[src/rtl/opc_pkg.sv]
// Shared definitions for the OPC system controller slice.
// Holds the default address/data widths used by the CPU and its memory,
// the run-cycle counter width, the host command opcodes and the
// controller state encoding.
package opc_pkg;

  localparam int OPC_AW = 12;
  localparam int OPC_DW = 8;
  localparam int OPC_CW = 16;

  localparam logic [1:0] OP_LOAD = 2'd0;
  localparam logic [1:0] OP_DUMP = 2'd1;
  localparam logic [1:0] OP_RUN  = 2'd2;
  localparam logic [1:0] OP_NOP  = 2'd3;

  typedef enum logic [2:0] {
    ST_IDLE       = 3'd0,
    ST_LOAD       = 3'd1,
    ST_DUMP_FETCH = 3'd2,
    ST_DUMP_SEND  = 3'd3,
    ST_RUN        = 3'd4
  } state_e;

endpackage

[src/rtl/opc_boot_ctrl_if.sv]
// Host-side interface of the OPC system controller.
// Groups the command channel (cmd_*), the LOAD byte stream (wr_*), the
// DUMP byte stream (rd_*), the RUN abort (stop) and the status outputs
// (busy, done, run_count).
//   master : the host (drives commands, load bytes, rd_ready, stop)
//   slave  : the controller
interface opc_boot_ctrl_if import opc_pkg::*; #(
  parameter int AW = OPC_AW,
  parameter int DW = OPC_DW,
  parameter int CW = OPC_CW
) ();

  logic          cmd_valid;
  logic          cmd_ready;
  logic [1:0]    cmd_op;
  logic [AW-1:0] cmd_addr;
  logic [AW-1:0] cmd_len;
  logic [CW-1:0] cmd_cycles;
  logic          stop;
  logic          wr_valid;
  logic          wr_ready;
  logic [DW-1:0] wr_data;
  logic          rd_valid;
  logic          rd_ready;
  logic [DW-1:0] rd_data;
  logic          busy;
  logic          done;
  logic [CW-1:0] run_count;

  modport master (
    output cmd_valid, cmd_op, cmd_addr, cmd_len, cmd_cycles, stop,
           wr_valid, wr_data, rd_ready,
    input  cmd_ready, wr_ready, rd_valid, rd_data, busy, done, run_count
  );

  modport slave (
    input  cmd_valid, cmd_op, cmd_addr, cmd_len, cmd_cycles, stop,
           wr_valid, wr_data, rd_ready,
    output cmd_ready, wr_ready, rd_valid, rd_data, busy, done, run_count
  );

endinterface

[src/rtl/opc_mem_mux.sv]
// Combinational select of the single memory port between the CPU and the
// host path.
//   cpu_sel                          : 1 = CPU owns memory (RUN)
//   cpu_address/cpu_wdata/cpu_rnw    : CPU bus
//   host_addr/host_wdata/host_we     : host path from the controller
//   mem_addr/mem_wdata/mem_we        : memory port
module opc_mem_mux import opc_pkg::*; #(
  parameter int AW = OPC_AW,
  parameter int DW = OPC_DW
) (
  input  logic          cpu_sel,
  input  logic [AW-1:0] cpu_address,
  input  logic [DW-1:0] cpu_wdata,
  input  logic          cpu_rnw,
  input  logic [AW-1:0] host_addr,
  input  logic [DW-1:0] host_wdata,
  input  logic          host_we,
  output logic [AW-1:0] mem_addr,
  output logic [DW-1:0] mem_wdata,
  output logic          mem_we
);

  // Port select: CPU bus in RUN, host path otherwise.
  always_comb begin
    mem_addr  = host_addr;
    mem_wdata = host_wdata;
    mem_we    = 1'b0;
    if (cpu_sel) begin
      mem_addr  = cpu_address;
      mem_wdata = cpu_wdata;
      mem_we    = ~cpu_rnw;
    end else begin
      mem_we    = host_we;
    end
  end

endmodule

[src/rtl/opc_boot_ctrl.sv]
// OPC system controller: owns the memory port and the CPU reset line.
// Host commands LOAD memory, DUMP memory, or RUN the CPU for a bounded
// (cmd_cycles != 0) or host-stopped number of clocks.
//   clk, reset_b                     : clock, async active-low reset
//   host (opc_boot_ctrl_if.slave)    : command / load / dump / status
//   cpu_reset_b                      : registered CPU reset, low outside RUN
//   cpu_address/cpu_wdata/cpu_rnw    : CPU bus in
//   cpu_rdata                        : memory read data to CPU
//   mem_addr/mem_wdata/mem_we        : memory port (write on posedge)
//   mem_rdata                        : combinational memory read data
module opc_boot_ctrl import opc_pkg::*; #(
  parameter int AW = OPC_AW,
  parameter int DW = OPC_DW,
  parameter int CW = OPC_CW
) (
  input  logic             clk,
  input  logic             reset_b,
  opc_boot_ctrl_if.slave   host,
  output logic             cpu_reset_b,
  input  logic [AW-1:0]    cpu_address,
  input  logic [DW-1:0]    cpu_wdata,
  input  logic             cpu_rnw,
  output logic [DW-1:0]    cpu_rdata,
  output logic [AW-1:0]    mem_addr,
  output logic [DW-1:0]    mem_wdata,
  output logic             mem_we,
  input  logic [DW-1:0]    mem_rdata
);

  localparam logic [AW-1:0] A_ZERO = {AW{1'b0}};
  localparam logic [AW-1:0] A_ONE  = {{(AW-1){1'b0}}, 1'b1};
  localparam logic [CW-1:0] C_ZERO = {CW{1'b0}};
  localparam logic [CW-1:0] C_ONE  = {{(CW-1){1'b0}}, 1'b1};

  state_e        state_r, state_s;
  logic [AW-1:0] ptr_r, rem_r;
  logic [CW-1:0] cycles_r, cnt_r, run_count_r;
  logic          cpu_reset_b_r, done_r, done_s;
  logic [DW-1:0] rd_data_r;

  logic          cmd_take_s, wr_beat_s, rd_take_s, run_exit_s;
  logic [CW-1:0] cnt_inc_s;

  assign cmd_take_s = (state_r == ST_IDLE) & host.cmd_valid;
  assign wr_beat_s  = (state_r == ST_LOAD) & host.wr_valid;
  assign rd_take_s  = (state_r == ST_DUMP_SEND) & host.rd_ready;
  assign cnt_inc_s  = cnt_r + C_ONE;
  // Exit decision uses the post-increment count so that exactly cmd_cycles
  // edges see cpu_reset_b high; stop and budget together give one exit.
  assign run_exit_s = (state_r == ST_RUN) &
                      (host.stop | ((cycles_r != C_ZERO) & (cnt_inc_s == cycles_r)));

  // State register.
  always_ff @(posedge clk or negedge reset_b) begin
    if (!reset_b) begin
      state_r <= ST_IDLE;
    end else begin
      state_r <= state_s;
    end
  end

  // Next-state and completion decode.
  always_comb begin
    state_s = state_r;
    done_s  = 1'b0;
    case (state_r)
      ST_IDLE: begin
        if (cmd_take_s) begin
          case (host.cmd_op)
            OP_LOAD: state_s = ST_LOAD;
            OP_DUMP: state_s = ST_DUMP_FETCH;
            OP_RUN:  state_s = ST_RUN;
            default: begin
              state_s = ST_IDLE;
              done_s  = 1'b1;
            end
          endcase
        end else begin
          state_s = ST_IDLE;
        end
      end
      ST_LOAD: begin
        if (wr_beat_s && (rem_r == A_ZERO)) begin
          state_s = ST_IDLE;
          done_s  = 1'b1;
        end else begin
          state_s = ST_LOAD;
        end
      end
      ST_DUMP_FETCH: state_s = ST_DUMP_SEND;
      ST_DUMP_SEND: begin
        if (rd_take_s) begin
          if (rem_r == A_ZERO) begin
            state_s = ST_IDLE;
            done_s  = 1'b1;
          end else begin
            state_s = ST_DUMP_FETCH;
          end
        end else begin
          state_s = ST_DUMP_SEND;
        end
      end
      ST_RUN: begin
        if (run_exit_s) begin
          state_s = ST_IDLE;
          done_s  = 1'b1;
        end else begin
          state_s = ST_RUN;
        end
      end
      default: state_s = ST_IDLE;
    endcase
  end

  // Pointer, counters, CPU reset, dump byte and status registers.
  always_ff @(posedge clk or negedge reset_b) begin
    if (!reset_b) begin
      ptr_r         <= A_ZERO;
      rem_r         <= A_ZERO;
      cycles_r      <= C_ZERO;
      cnt_r         <= C_ZERO;
      run_count_r   <= C_ZERO;
      cpu_reset_b_r <= 1'b0;
      done_r        <= 1'b0;
      rd_data_r     <= {DW{1'b0}};
    end else begin
      done_r <= done_s;
      case (state_r)
        ST_IDLE: begin
          if (cmd_take_s) begin
            ptr_r    <= host.cmd_addr;
            rem_r    <= host.cmd_len;
            cycles_r <= host.cmd_cycles;
            cnt_r    <= C_ZERO;
            if (host.cmd_op == OP_RUN) begin
              cpu_reset_b_r <= 1'b1;
            end
          end
        end
        ST_LOAD: begin
          if (wr_beat_s) begin
            ptr_r <= ptr_r + A_ONE;
            rem_r <= rem_r - A_ONE;
          end
        end
        ST_DUMP_FETCH: begin
          rd_data_r <= mem_rdata;
          ptr_r     <= ptr_r + A_ONE;
        end
        ST_DUMP_SEND: begin
          if (rd_take_s) begin
            rem_r <= rem_r - A_ONE;
          end
        end
        ST_RUN: begin
          cnt_r <= cnt_inc_s;
          if (run_exit_s) begin
            cpu_reset_b_r <= 1'b0;
            run_count_r   <= cnt_inc_s;
          end
        end
        default: begin
          cpu_reset_b_r <= 1'b0;
        end
      endcase
    end
  end

  assign host.cmd_ready = (state_r == ST_IDLE);
  assign host.busy      = (state_r != ST_IDLE);
  assign host.wr_ready  = (state_r == ST_LOAD);
  assign host.rd_valid  = (state_r == ST_DUMP_SEND);
  assign host.rd_data   = rd_data_r;
  assign host.done      = done_r;
  assign host.run_count = run_count_r;
  assign cpu_reset_b    = cpu_reset_b_r;
  assign cpu_rdata      = mem_rdata;

  opc_mem_mux #(.AW(AW), .DW(DW)) u_mux (
    .cpu_sel     (state_r == ST_RUN),
    .cpu_address (cpu_address),
    .cpu_wdata   (cpu_wdata),
    .cpu_rnw     (cpu_rnw),
    .host_addr   (ptr_r),
    .host_wdata  (host.wr_data),
    .host_we     (wr_beat_s),
    .mem_addr    (mem_addr),
    .mem_wdata   (mem_wdata),
    .mem_we      (mem_we)
  );

endmodule

[src/flat_wrapper.sv]
// flat-port wrapper written by rule: the top's interface ports become plain ports
module opc_boot_ctrl_flat import opc_pkg::*;
#(
  parameter int AW = OPC_AW,
  parameter int DW = OPC_DW,
  parameter int CW = OPC_CW
)
  (clk, reset_b, cpu_reset_b, cpu_address, cpu_wdata, cpu_rnw, cpu_rdata, mem_addr, mem_wdata, mem_we, mem_rdata, host_cmd_valid, host_cmd_op, host_cmd_addr, host_cmd_len, host_cmd_cycles, host_stop, host_wr_valid, host_wr_data, host_rd_ready, host_cmd_ready, host_wr_ready, host_rd_valid, host_rd_data, host_busy, host_done, host_run_count);
  opc_boot_ctrl_if #(.AW(AW), .DW(DW), .CW(CW)) host_i ();
  input  logic clk;
  input  logic reset_b;
  output logic cpu_reset_b;
  input  logic [AW-1:0] cpu_address;
  input  logic [DW-1:0] cpu_wdata;
  input  logic cpu_rnw;
  output logic [DW-1:0] cpu_rdata;
  output logic [AW-1:0] mem_addr;
  output logic [DW-1:0] mem_wdata;
  output logic mem_we;
  input  logic [DW-1:0] mem_rdata;
  input wire logic [$bits(host_i.cmd_valid)-1:0] host_cmd_valid;
  input wire logic [$bits(host_i.cmd_op)-1:0] host_cmd_op;
  input wire logic [$bits(host_i.cmd_addr)-1:0] host_cmd_addr;
  input wire logic [$bits(host_i.cmd_len)-1:0] host_cmd_len;
  input wire logic [$bits(host_i.cmd_cycles)-1:0] host_cmd_cycles;
  input wire logic [$bits(host_i.stop)-1:0] host_stop;
  input wire logic [$bits(host_i.wr_valid)-1:0] host_wr_valid;
  input wire logic [$bits(host_i.wr_data)-1:0] host_wr_data;
  input wire logic [$bits(host_i.rd_ready)-1:0] host_rd_ready;
  output wire logic [$bits(host_i.cmd_ready)-1:0] host_cmd_ready;
  output wire logic [$bits(host_i.wr_ready)-1:0] host_wr_ready;
  output wire logic [$bits(host_i.rd_valid)-1:0] host_rd_valid;
  output wire logic [$bits(host_i.rd_data)-1:0] host_rd_data;
  output wire logic [$bits(host_i.busy)-1:0] host_busy;
  output wire logic [$bits(host_i.done)-1:0] host_done;
  output wire logic [$bits(host_i.run_count)-1:0] host_run_count;
  assign host_i.cmd_valid = host_cmd_valid;
  assign host_i.cmd_op = host_cmd_op;
  assign host_i.cmd_addr = host_cmd_addr;
  assign host_i.cmd_len = host_cmd_len;
  assign host_i.cmd_cycles = host_cmd_cycles;
  assign host_i.stop = host_stop;
  assign host_i.wr_valid = host_wr_valid;
  assign host_i.wr_data = host_wr_data;
  assign host_i.rd_ready = host_rd_ready;
  assign host_cmd_ready = host_i.cmd_ready;
  assign host_wr_ready = host_i.wr_ready;
  assign host_rd_valid = host_i.rd_valid;
  assign host_rd_data = host_i.rd_data;
  assign host_busy = host_i.busy;
  assign host_done = host_i.done;
  assign host_run_count = host_i.run_count;
  opc_boot_ctrl #(.AW(AW), .DW(DW), .CW(CW)) u_core (.clk(clk), .reset_b(reset_b), .host(host_i), .cpu_reset_b(cpu_reset_b), .cpu_address(cpu_address), .cpu_wdata(cpu_wdata), .cpu_rnw(cpu_rnw), .cpu_rdata(cpu_rdata), .mem_addr(mem_addr), .mem_wdata(mem_wdata), .mem_we(mem_we), .mem_rdata(mem_rdata));
endmodule
[config.mk]
export PLATFORM = sky130hd
export DESIGN_NAME = opc_boot_ctrl_flat
export DESIGN_NICKNAME = d
export VERILOG_FILES = /design/src/rtl/opc_pkg.sv /design/src/rtl/opc_boot_ctrl_if.sv /design/src/rtl/opc_mem_mux.sv /design/src/rtl/opc_boot_ctrl.sv /design/src/flat_wrapper.sv
export SDC_FILE = /design/constraint.sdc
export NUM_CORES = 1
export LEC_CHECK = 0
export BUFFER_PORTS_ARGS = -buffer_cell sky130_fd_sc_hd__buf_2
export CAP_MARGIN = 40
export CORE_MARGIN = 2
export CORE_UTILIZATION = 30
export DETAILED_ROUTE_END_ITERATION = 6
export GPL_TIMING_DRIVEN = 0
export MAX_ROUTING_LAYER = met4
export PLACE_DENSITY_LB_ADDON = 0.25
export RECOVER_POWER = 100
export SYNTH_ARGS = -nofsm -noshare
export SYNTH_HDL_FRONTEND = slang
export SYNTH_SLANG_ARGS = --single-unit
[constraint.sdc]
create_clock -name clk -period 4.12 [get_ports clk]
set_input_delay 0 -clock clk [delete_from_list [all_inputs] [get_ports clk]]
set_output_delay 0 -clock clk [all_outputs]
set_load 0.05 [all_outputs]
# [Word level (Yosys, flattened, before mapping)]
# Index checks and enable logic that the tools add are counted.
[classes] n_addsub=3 n_eq_ne=12 muxes=30 n_bitwise=8 n_reduce_logical=17
[op_table] operator="$mux 12" n=6
[op_table] operator="$pmux 12 s3" n=2
[op_table] operator="$pmux 16 s2" n=1
[op_table] operator="$add 16x1->16 const B" n=1
[op_table] operator="$eq 16x16->1" n=1
[op_table] operator="$mux 16" n=1
[op_table] operator="$reduce_bool 16->1" n=1
[op_table] operator="$pmux 3 s5" n=1
[op_table] operator="$add 12x1->12 const B" n=1
[op_table] operator="$logic_not 12->1" n=1
[op_table] operator="$sub 12x1->12 const B" n=1
[op_table] operator="$mux 1" n=11
[op_table] operator="$ne 2x1->1 const B" n=5
[op_table] operator="$pmux 3 s3" n=1
[op_table] operator="$reduce_bool 3->1" n=3
[op_table] operator="$mux 8" n=1
[op_table] operator="$reduce_and 4->1" n=2
[op_table] operator="$eq 3x2->1 const B" n=2
[op_table] operator="$mux 3" n=2
[op_table] operator="$reduce_and 2->1" n=3
[op_table] operator="$reduce_or 3->1" n=2
[op_table] operator="$and 1x1->1" n=5
[op_table] operator="$mux 2" n=2
[op_table] operator="$pmux 1 s4" n=1
[op_table] operator="other kinds (12)" n=13
[word_totals] reg_bits=85 out_inout_bits=59

# [Depth between registers and ports, before layout]
[logic_depth] word_depth=7 depth_mapped=11

# [Hierarchy]
# A second synthesis with hierarchy kept.
[hier_totals] hier_cells=547 hier_area_um2=5293.8
[by_module_without_submodules] module="opc_boot_ctrl" n_inst=1 cells_per_inst=523 area_per_inst_um2=4961.0
[by_module_without_submodules] module="opc_mem_mux" n_inst=1 cells_per_inst=24 area_per_inst_um2=332.8

# [Least setup slack after synthesis]
# No wires, ideal clock.
[synth_path] kind="reg-to-reg" start="reg u_core.cnt_r[4]" end="reg u_core.run_count_r[11], in the netlist u_core.host.run_count[11]" arrival_ns=2.829 path_slack_ns=1.166 stages_incl_launch_ff=11 cell_sequence="dfrtp_1 > buf_2 > nand4_4 > or4_1 > clkbuf_1 > xnor2_1 > or3_4 > nor4b_4 > a31oi_4 > buf_6 > mux2_4"
[synth_via] elab_chain_cells=6
[synth_lines] item="from (decl)" line="opc_boot_ctrl.sv:37" text="logic [CW-1:0] cycles_r, cnt_r, run_count_r;"
[synth_lines] item="from (signal assigned)" line="opc_boot_ctrl.sv:156" text="cnt_r <= cnt_inc_s;"
[synth_lines] item="$add 16x1->16 *" line="opc_boot_ctrl.sv:47" text="assign cnt_inc_s = cnt_r + C_ONE;"
[synth_lines] item="$eq 16x16->1" line="opc_boot_ctrl.sv:51" text="(host.stop | ((cycles_r != C_ZERO) & (cnt_inc_s == cycles_r)));"
[synth_lines] item="$and 1x1->1" line="opc_boot_ctrl.sv:51"
[synth_lines] item="$or 1x1->1" line="opc_boot_ctrl.sv:51"
[synth_lines] item="$and 1x1->1" line="opc_boot_ctrl.sv:50" text="assign run_exit_s = (state_r == ST_RUN) &"
[synth_lines] item="$reduce_and 2->1 (no source line)"
[synth_lines] item="to (signal assigned)" line="opc_boot_ctrl.sv:159" text="run_count_r <= cnt_inc_s;"
[synth_lines] item="to (decl)" line="opc_boot_ctrl.sv:37"
# Mark *: on every way between the ends. The rest lies on a longest branch, timed or not.
# A chain may end at the register's enable or synchronous reset.

# [Worst setup path after layout]
[layout_path] start="reg u_core.cnt_r[1]" end="reg u_core.state_r[2]"
[layout_via] elab_chain_cells=7
[layout_lines] item="$add 16x1->16" line="opc_boot_ctrl.sv:47"
[layout_lines] item="$eq 16x16->1" line="opc_boot_ctrl.sv:51"
[layout_lines] item="$and 1x1->1" line="opc_boot_ctrl.sv:51"
[layout_lines] item="$or 1x1->1" line="opc_boot_ctrl.sv:51"
[layout_lines] item="$and 1x1->1" line="opc_boot_ctrl.sv:50"
[layout_lines] item="$mux 3" line="opc_boot_ctrl.sv:104" text="if (run_exit_s) begin"
[layout_lines] item="$pmux 3 s5" line="opc_boot_ctrl.sv:66" text="case (state_r)"
[layout_lines] item="named net u_core.state_s[2]" line="opc_boot_ctrl.sv:35" text="state_e state_r, state_s;"
[layout_lines] item="to (signal assigned)" line="opc_boot_ctrl.sv:58" text="state_r <= state_s;"
[layout_lines] item="to (decl)" line="opc_boot_ctrl.sv:35"
# The timed path passes the listed nets, and every way through them passes these cells.

==> flow_summary.toml <==
[status]
status = "complete, but fails checks"
violations = "capacitance limit, slew limit"

[clock_tree]
worstSkewPairLatency_ns = 0.35
post-cts-setup-buffers = 0
cts_num_sinks = 85
cts_buffer_depth = 2
clkTransAtPathRegs_ns = 0.06
cts_resized = 0
cts_htree_levels = 3
cts_tree = "yes"
cts_buffers = 9
cts_root_buf = "clkbuf_16"
ctsHoldBuffers = 56

[flow_run]
maxCapViolations = 1

[final_layout]
instances_no_fill = 1073
post-route-util_pct = 40.9
fin_nets = 931
layout_commonest_cell = "nand2_1"
antenna_cells = 0
layout_common_cells = "nand2_1, buf_2, clkbuf_1, dfrtp_1, dlygate4sd3_1"
syn2layout_area_growth_pct = 33.7
fill_cells = 1830
drive_gt1_share_pct = 17.8

[worst_setup_path]
slowest_delay_ns = 0.58
critical_path.top_delay_family = "simple AND/OR/NAND/NOR gates"
critical_path.startpoint_type = "flop"
crit_slowest_cell = "dlygate4sd3_1"
path_buf_inv = 2
crit_type = "flop to flop"
crit_arrival_ns = 3.83
worstSetupEndpointType = "flop"
critical_path_required_ns = 4.35
critPathMaxFanout = 9
path_cells = "ha_1 > buf_2 > nand3_1 > nor3_2 > xnor2_1 > a2111oi_0 > and4_1 > a21o_1 > o21ai_0 > dlygate4sd3_1"

[timing]
fmax_mhz = 278
finalCritPeriodShare_pct = 87.3
finalCriticalPeriod_ns = 3.60
layout_setup_ws_ns = 0.522
tightest_slew_ns = 2.03
setup-tns-final_ns = 0
skew_ns = 0.00537
setup_violations = 0
rsz0062_at_grt = "no"
slew_headroom_pct = -35.6
hold_slack_ns = 0.0853
drv_slew = 38
finalHoldViolCount = 0

[yosys]
ys_ff_latch = 85
yosysTopAreaCell = "dfrtp_1"
avgSynthCellArea_um2 = 8.32
netlist_instances = 631
synth_area_leaders = "dfrtp_1, nand2_1, o21ai_0"
synth_top_area_share_pct = 40.5
yosys_warnings = 0
syn_nets = 719
synth-async-reset-ratio_pct = 100
ys_seq_area_share_pct = 40.5
synthDistinctLibCells = 67
synth_edf_count = 0
syn-cell-area_um2 = 5250
synth_ff_type = "dfrtp_1"

[pwr]
power_density_nw_per_um2 = 680
p_clk_share_pct = 16.3
p_sw_mw = 2.40
p_leak_nw = 3.25
p_comb_share_pct = 53.1
p_int_mw = 2.38
peakVddDrop_uv = 438
power_frac_seq_pct = 30.6
p_sw_share_pct = 50.2

[floorplan]
die-area_um2 = 18600
die_h_um = 136
core_um2 = 17200
die_w_um = 136
rows = 48
initial_core_util_pct = 30.6
io_pins = 144

[global_route]
grt_pass1_vias = 4961
gr-total-overflow = 0
grt_pass1_wl_um = 26500
grt_max_degree = 50
antenna_found_initial = 0
track_usage_pct = 18.9

[route]
wl_um = 16400
post_drt_wl_per_cell_um = 15.3
drt_iter0_drc = 333
drcViolationCount = 0
ant_nets = 0
viasPerCell = 4.86
vias = 5220
first_pass_iters = 5

[placed_design]
pre_cts_ws_ns = 0.735
place_inst = 1001
portBuffers = 143
gp_congestion = 0.860
place_hpwl_um = 12100

[min_path]
min-delay-path-class = "input pin to flop"
==> stage by stage <==
step / instance area (um^2) / power (mW)
floorplan: 5250 / 3.33
CTS: 7120 / 4.88
global placement: 6250 / 4.01
global route: 7020 / 5.13
finish: 7020 / 4.77
detailed placement: 6280 / 4.02
==> final timing paths <==
check / from / slack (ns) / depth (start not counted) / endpoint
min: host_rd_ready / 0.09 / 5 / u_core.host.done
min in group asynchronous: reset_b / 0.77 / 2 / u_core.host.run_count[5]
max: u_core.cnt_r[1] / 0.52 / 10 / u_core.state_r[2]
max reg2reg: u_core.cnt_r[1] / 0.52 / 10 / u_core.state_r[2]
max in group asynchronous: reset_b / 1.18 / 3 / u_core.rem_r[11]
min reg2reg: u_core.rem_r[11] / 0.50 / 2 / u_core.rem_r[11]
==> cell usage after synthesis, types with 9 or more instances <==
master      n
buf_4      10
clkbuf_1   23
inv_1      19
mux2_2     15
nand3_1    22
xnor2_1    15
dfrtp_1    85
nor3_1     10
nor4_1      9
o21ai_0    54
nand2b_1    9
a21oi_1    40
nand2_1   151
nor2_1     47
==> kinds of logic (layout without fill, tap and decap cells) <==
family                     count (synthesis)  after routing  share of synthesized area, %
xor gates and xnor gates                  24             24                          4.82
AOI/OAI and AO/OA                        142            142                          16.4
and+or+nand+nor                          288            288                          26.5
muxes                                     25             25                          5.51
buffers and inverters                     64            281                          5.58
adders and majority gates                  3              3                         0.715
DFF                                       85             85                          40.5
==> layer usage <==
metal	part of all wire (%)	vias up	wire length, um	global-route usage (%)
met3	4.4	18	714	4.06
met4	1.5	0	247	4.51
met1	48	2461	7850	25.4
met2	46	130	7570	29.2
met5	0	-	0	-
li1	-	2611	-	-
==> worst reg2reg max path: stages, from the launching register on <==
cell	delay (ns)
dfrtp_1	0.43
ha_1	0.17
buf_2	0.16
nand3_1	0.41
nor3_2	0.48
xnor2_1	0.22
a2111oi_0	0.49
and4_1	0.35
a21o_1	0.13
o21ai_0	0.06
dlygate4sd3_1	0.58
==> power groups by stage <==
stage | combinational [mW] | sequential, mW | clock (mW)
4_1_cts | 2.62 | 1.46 | 0.804
6_report | 2.54 | 1.46 | 0.778
2_1_floorplan | 1.52 | 1.81 | 0
3_5_place_dp | 2.55 | 1.47 | 0
5_1_grt | 2.77 | 1.52 | 0.840
3_3_place_gp | 2.53 | 1.47 | 0
==> registers in the layout, indices dropped and copies added, names as in the netlist <==
name,cells
u_core.host.done,1
u_core.cycles_r,16
u_core.host.run_count,16
u_core.rem_r,12
u_core.cpu_reset_b,1
u_core.state_r,3
u_core.host.rd_data,8
u_core.cnt_r,16
u_core.ptr_r,12
==> cell type report <==
type	instances	area (um^2)	share of cell area, %
sequential	85	2130	30.3
multi-input combinational	482	2820	40.2
clock buffer	12	256	3.65
timing repair buffer	201	1210	17.3
clock inverter	4	22.5	0.321
buffer	44	218	3.10
tap	225	282	4.01
inverter	20	75.1	1.07
Note: power is estimated with default switching activity, not from simulation.
